`src/rtl/cflog_write_arbiter.sv`:
```
// Two-producer round-robin arbiter that appends entries into the CF-Log region,
// tracks the write pointer and holds producers off while the TCB flushes a full log.
module cflog_write_arbiter #(
    parameter logic [15:0] LOG_MIN  = 16'h01b0,
    parameter logic [15:0] LOG_SIZE = 16'h0100
) (
    input  logic        clk,
    input  logic        reset_n,
    input  logic        req0,
    input  logic [15:0] data0,
    input  logic        req1,
    input  logic [15:0] data1,
    output logic        gnt0,
    output logic        gnt1,
    output logic        log_we,
    output logic [15:0] log_addr,
    output logic [15:0] log_wdata,
    output logic [15:0] log_idx,
    output logic        log_full,
    output logic        flush_req,
    input  logic        flush_ack,
    input  logic        kill
);

    typedef enum logic {
        ST_RUN  = 1'b0,
        ST_FULL = 1'b1
    } state_t;

    // Handshake: a producer holds reqN high with dataN stable; gntN is a one-cycle
    // combinational pulse in the cycle its entry is accepted, and the write lands next edge.
    state_t      state_q, state_d;
    logic        last_gnt_q, last_gnt_d;   // 1 means producer 1 won the last grant
    logic [15:0] log_idx_q, log_idx_d;
    logic        log_we_q, log_we_d;
    logic [15:0] log_addr_q, log_addr_d;
    logic [15:0] log_wdata_q, log_wdata_d;
    logic        flush_req_q, flush_req_d;
    logic        grant_en;

    always_ff @(posedge clk or negedge reset_n) begin
        if (!reset_n) begin
            state_q     <= ST_RUN;
            last_gnt_q  <= 1'b1;
            log_idx_q   <= 16'h0000;
            log_we_q    <= 1'b0;
            log_addr_q  <= 16'h0000;
            log_wdata_q <= 16'h0000;
            flush_req_q <= 1'b0;
        end else begin
            state_q     <= state_d;
            last_gnt_q  <= last_gnt_d;
            log_idx_q   <= log_idx_d;
            log_we_q    <= log_we_d;
            log_addr_q  <= log_addr_d;
            log_wdata_q <= log_wdata_d;
            flush_req_q <= flush_req_d;
        end
    end

    always_comb begin
        state_d     = state_q;
        last_gnt_d  = last_gnt_q;
        log_idx_d   = log_idx_q;
        log_we_d    = 1'b0;
        log_addr_d  = log_addr_q;
        log_wdata_d = log_wdata_q;
        flush_req_d = flush_req_q;
        if (kill) begin
            state_d     = ST_RUN;
            log_idx_d   = 16'h0000;
            flush_req_d = 1'b0;
        end else if (state_q == ST_FULL) begin
            if (flush_ack) begin
                state_d     = ST_RUN;
                log_idx_d   = 16'h0000;
                flush_req_d = 1'b0;
            end
        end else if (gnt0 || gnt1) begin
            // log_idx is always below LOG_SIZE in RUN, so the address stays in range
            log_we_d    = 1'b1;
            log_addr_d  = LOG_MIN + {log_idx_q[14:0], 1'b0};
            log_wdata_d = gnt1 ? data1 : data0;
            last_gnt_d  = gnt1;
            log_idx_d   = log_idx_q + 16'd1;
            if (log_idx_q + 16'd1 == LOG_SIZE) begin
                state_d     = ST_FULL;
                flush_req_d = 1'b1;
            end
        end
    end

    always_comb begin
        grant_en = (state_q == ST_RUN) && !kill;
        gnt0     = grant_en && req0 && (!req1 || last_gnt_q);
        gnt1     = grant_en && req1 && (!req0 || !last_gnt_q);
        log_full = (state_q == ST_FULL);
    end

    assign log_we    = log_we_q;
    assign log_addr  = log_addr_q;
    assign log_wdata = log_wdata_q;
    assign log_idx   = log_idx_q;
    assign flush_req = flush_req_q;

endmodule

```
`config.mk`:
```
export PLATFORM = sky130hd
export DESIGN_NAME = cflog_write_arbiter
export DESIGN_NICKNAME = d
export VERILOG_FILES = /design/src/rtl/cflog_write_arbiter.sv
export SDC_FILE = /design/constraint.sdc
export NUM_CORES = 1
export LEC_CHECK = 0
export BUFFER_PORTS_ARGS = -buffer_cell sky130_fd_sc_hd__buf_2
export CELL_PAD_IN_SITES_DETAIL_PLACEMENT = 1
export CELL_PAD_IN_SITES_GLOBAL_PLACEMENT = 2
export CORE_UTILIZATION = 26
export DETAILED_ROUTE_END_ITERATION = 10
export MAX_ROUTING_LAYER = met4
export PLACE_DENSITY = 0.75
export SLEW_MARGIN = 5
export SYNTH_ARGS = -nofsm -noshare
export SYNTH_HDL_FRONTEND = slang
export SYNTH_SLANG_ARGS = --single-unit
export TNS_END_PERCENT = 20
```
`constraint.sdc`:
```
create_clock -name clk -period 1.8 [get_ports clk]
set_input_delay 0 -clock clk [delete_from_list [all_inputs] [get_ports clk]]
set_output_delay 0 -clock clk [all_outputs]
set_load 0.01 [all_outputs]
```
# Word-level counts from Yosys, hierarchy flattened
# Index checks and enable logic that the tools add are counted.
# word_totals
reg_bits	52
in_bits	38
output_inout_bits	53
elab_cells	48
# op_classes
addsub	2
eq_ne	2
mux	18
bitwise	2
reduce_logical	17
# op_table
cell	n
2-to-1 mux 16 bit	5
adder 16 x 1 -> 16 bit, second input constant	1
adder 9 x 16 -> 16 bit, first input constant	1
equality test 16 x 9 -> 1 bit, second input constant	1
2-to-1 mux 1 bit	13
AND reduction 3 bit	2
nonzero test 3 bit	2
logical AND 1 bit	5
logical NOT 1 bit	4
logical OR 1 bit	3
!= test 3 bit, second input constant	1
inverter 1 bit	2
AND reduction 2 bit	1

# Longest topological paths before layout
# logic_depth
ltp_word	8
mapped_depth	7
depth_no_buf	7

# Worst setup path before layout
# OpenSTA, ideal clock, no wires.
# synth_timing
path_kind	flip-flop to flip-flop
from	register log_idx_q[1], in the netlist log_idx[1]
to	register flush_req_q, in the netlist flush_req
setup_ns	0.092
t_arrival_ns	1.881
required_ns	1.708
slack_ns	-0.173
path_stages_with_launch	7
n_path_buf	0
period_less_slack_ns	1.973
cell_sequence	dfrtp_1 ha_1 nand3_4 nor4_1 xnor2_1 o2111ai_2 o31ai_2
# synth_between
elab_chain_cells	4
# synth_lines
element	line	rtl
start: declaration	34	logic [15:0] log_idx_q, log_idx_d;
start signal: assignment	53	log_idx_q <= log_idx_d;
adder 16 x 1 -> 16 bit	86	if (log_idx_q + 16'd1 == LOG_SIZE) begin
equality test 16 x 9 -> 1 bit	86	
nonzero test 3 bit (no line)	--	
AND reduction 3 bit (no line)	--	
end signal: assignment	57	flush_req_q <= flush_req_d;
end: declaration	38	logic flush_req_q, flush_req_d;
# No other way between the ends.
# A chain may end at the register's enable or synchronous reset.

# Final worst setup path
# Same ends and word-level chain as after synthesis.

==> flow_summary.json <==
{
  "status": "finished, violations left",
  "violations": "setup timing",
  "via_count": 2779,
  "antenna_found_initial": 0,
  "finalInstanceArea_sq_mm": 0.00405,
  "grt_pass1_vias": 3044,
  "dominantRegCellSynth": "dfrtp_1",
  "dpl.hpwl_mm": 5.97,
  "cts_tree": "built",
  "clkTransAtPathRegs_ps": 100,
  "rsz0062_at_grt": "true",
  "clockPowerShare_pct": 32.4,
  "cts_inserted_buffers": 5,
  "die_h_um": 105,
  "drive_gt1_share_pct": 35.0,
  "slew_violations": 0,
  "start_util_pct": 26.7,
  "htreeDepth": 2,
  "p_leak_nw": 1.90,
  "grt_pass1_wl_mm": 14.9,
  "ir_drop_mv": 0.363,
  "drtIter0Drc": 55,
  "whs_ps": 34.3,
  "post_dp_cell_area_sq_mm": 0.00352,
  "final_cells": 587,
  "synthCells": 312,
  "rows": 37,
  "globalRoute.totalOverflow": 0,
  "crit_fanout": 3,
  "highest_layer": "met4",
  "hold_class": "input port to register",
  "io_buffers": 89,
  "drt-total-wl_mm": 8.81,
  "pwr-share-seq_pct": 47.4,
  "root_buffer": "clkbuf_8",
  "ys_warn_count": 0,
  "setup-violations-final": 1,
  "routabilityCongestion": 0.805,
  "first_pass_iters": 4,
  "wl_met1_mm": 3.89,
  "clockBufferDepth": 2,
  "met2_length_mm": 4.38,
  "power_density_mw_per_mm2": 672,
  "r2r_slack_ps": -2,
  "required_ps": 2030,
  "avgRoutedWirePerCell_um": 15.0,
  "wl_met3_um": 427,
  "ios": 91,
  "grt_max_degree": 46,
  "cts.sinks": 51,
  "syn-num-nets": 353,
  "dieArea_sq_mm": 0.0110,
  "ys_ff_latch": 51,
  "max_cap_violations": 0,
  "vias_per_cell": 4.73,
  "fmax_mhz": 555,
  "fp.coreArea_sq_mm": 0.0103,
  "dp_cells": 545,
  "track_usage_pct": 17.3,
  "combPwrFrac_pct": 20.3,
  "ant_nets": 0,
  "p_int_w": 0.00194,
  "worst_slack_ps": -1.57,
  "crit_type": "register to register",
  "drc_errors": 0,
  "synth_cell_types": 50,
  "end_kind": "register",
  "synth_edf_count": 0,
  "power_w": 0.00272,
  "p_switching_w": 0.000783,
  "die_w_um": 105,
  "num_antenna_cells": 0,
  "critPathLaunchType": "register",
  "synth-async-reset-ratio_pct": 100,
  "syn_area_per_cell_sq_um": 8.80,
  "syn_area_sq_mm": 0.00275,
  "p_sw_share_pct": 28.7,
  "worstPathArrival_ps": 2030,
  "fillers": 1231,
  "clk_latency_ps": 310,
  "syn2layout_area_growth_pct": 47.5,
  "finClkSkew_ps": 12.3,
  "ys_seq_area_share_pct": 46.5,
  "period_needed_ps": 1800,
  "finalCritPeriodShare_pct": 100,
  "layout.nets": 491,
  "timing.final.hold_violations": 0
}
-- cell type report --
| class | instances | area, sq um | area share, % |
|---|---|---|---|
| Clock buffer | 6 | 82.6 | 2.04 |
| Clock inverter | 2 | 38.8 | 0.957 |
| Inverter | 11 | 42.5 | 1.05 |
| Multi-Input combinational cell | 228 | 1390 | 34.2 |
| Sequential cell | 51 | 1280 | 31.6 |
| Tap cell | 136 | 170 | 4.20 |
| Timing Repair Buffer | 153 | 1050 | 25.9 |
-- critical path, cell delays in order (launching register included) --
cell	delay, ps
dfrtp_2	400
ha_2	230
nand3_4	110
buf_4	170
nor4_1	260
o211a_1	230
o22ai_2	110
o31ai_2	220
-- worst paths after layout --
kind	from	end	depth (start not counted)
setup / recovery	log_idx[1]	flush_req	7
hold / removal	kill	log_full	3
setup reg to reg	log_idx[1]	flush_req	7
hold reg to reg	log_addr[1]	log_addr[1]	2
max in group asynchronous	reset_n	last_gnt_q	3
min in group asynchronous	reset_n	log_addr[11]	2
-- routing by layer --
layer	vias to the layer above	global-route usage [%]
li1	1346	-
met1	1336	20.6
met2	89	30.4
met3	8	3.06
met4	0	3.92
met5	-	-
-- power by group through the flow --
stage,sequential (W),combinational [W],clock (W)
after CTS,0.00129,0.000548,0.000925
after detailed placement,0.00131,0.000490,0
after global routing,0.00130,0.000612,0.000957
after floorplan,0.00136,0.000193,0
after global placement,0.00130,0.000480,0
final,0.00129,0.000552,0.000881
-- state kept, by name, summed over array words and instances, names as in the netlist --
register    flops
log_idx        16
log_wdata      16
log_addr       15
flush_req       1
last_gnt_q      1
log_full        1
log_we          1
-- through the flow --
| stage | util [%] | setup TNS (ps) | setup WS, ps |
|---|---|---|---|
| floorplan | - | -6.57 | -6.57 |
| global placement | 34.3 | -45.7 | -45.7 |
| detailed placement | 34.3 | -93.2 | -93.2 |
| CTS | 39.0 | -91.5 | -45.8 |
| global route | 39.4 | -402 | -103 |
| finish | 39.4 | -1.57 | -1.57 |
-- Yosys cell counts (all sizes together) (6+ instances only) --
master | instances | area [sq um]
a31oi | 20 | 125
clkbuf | 17 | 96.3
dfrtp | 50 | 1250
inv | 10 | 37.5
nand2 | 69 | 262
nand3 | 6 | 42.5
nor2 | 30 | 113
nor3 | 9 | 50.1
nor4 | 6 | 52.6
o21ai | 31 | 155
xnor2 | 10 | 87.6
-- cells in the final DEF (no fill, tap or decap), drive strengths merged, types with 4 or more instances in the layout --
cell / netlist / routed
a21oi: 5 / 5
a31oi: 20 / 20
buf: 5 / 119
clkbuf: 17 / 6
dfrtp: 50 / 50
dlygate4sd3: 0 / 34
inv: 10 / 11
nand2: 69 / 69
nand3: 6 / 6
nand4: 4 / 4
nor2: 30 / 30
nor3: 9 / 9
nor4: 6 / 6
o21ai: 31 / 31
o31ai: 5 / 5
xnor2: 10 / 10
xor2: 4 / 4
-- cells by family (layout without fill, tap and decap cells) --
| family | Yosys count | in the layout | share of synthesized area [%] |
|---|---|---|---|
| buf+inv | 33 | 172 | 5.97 |
| fa+ha+maj | 3 | 3 | 1.37 |
| other cells | 1 | 1 | 0.137 |
| simple gates | 136 | 136 | 24.0 |
| xor+xnor | 14 | 14 | 4.46 |
| flops | 51 | 51 | 46.5 |
| compound gates | 74 | 74 | 17.5 |
-- what timing repair did --
item,4_1_cts,5_1_grt
setup endpoints to repair,8,11
resized for setup,5,10
hold endpoints to repair,36,0
setup buffers,0,0
pin swaps,0,1
hold buffers,34,0
Note: power is estimated with default switching activity, not from simulation.
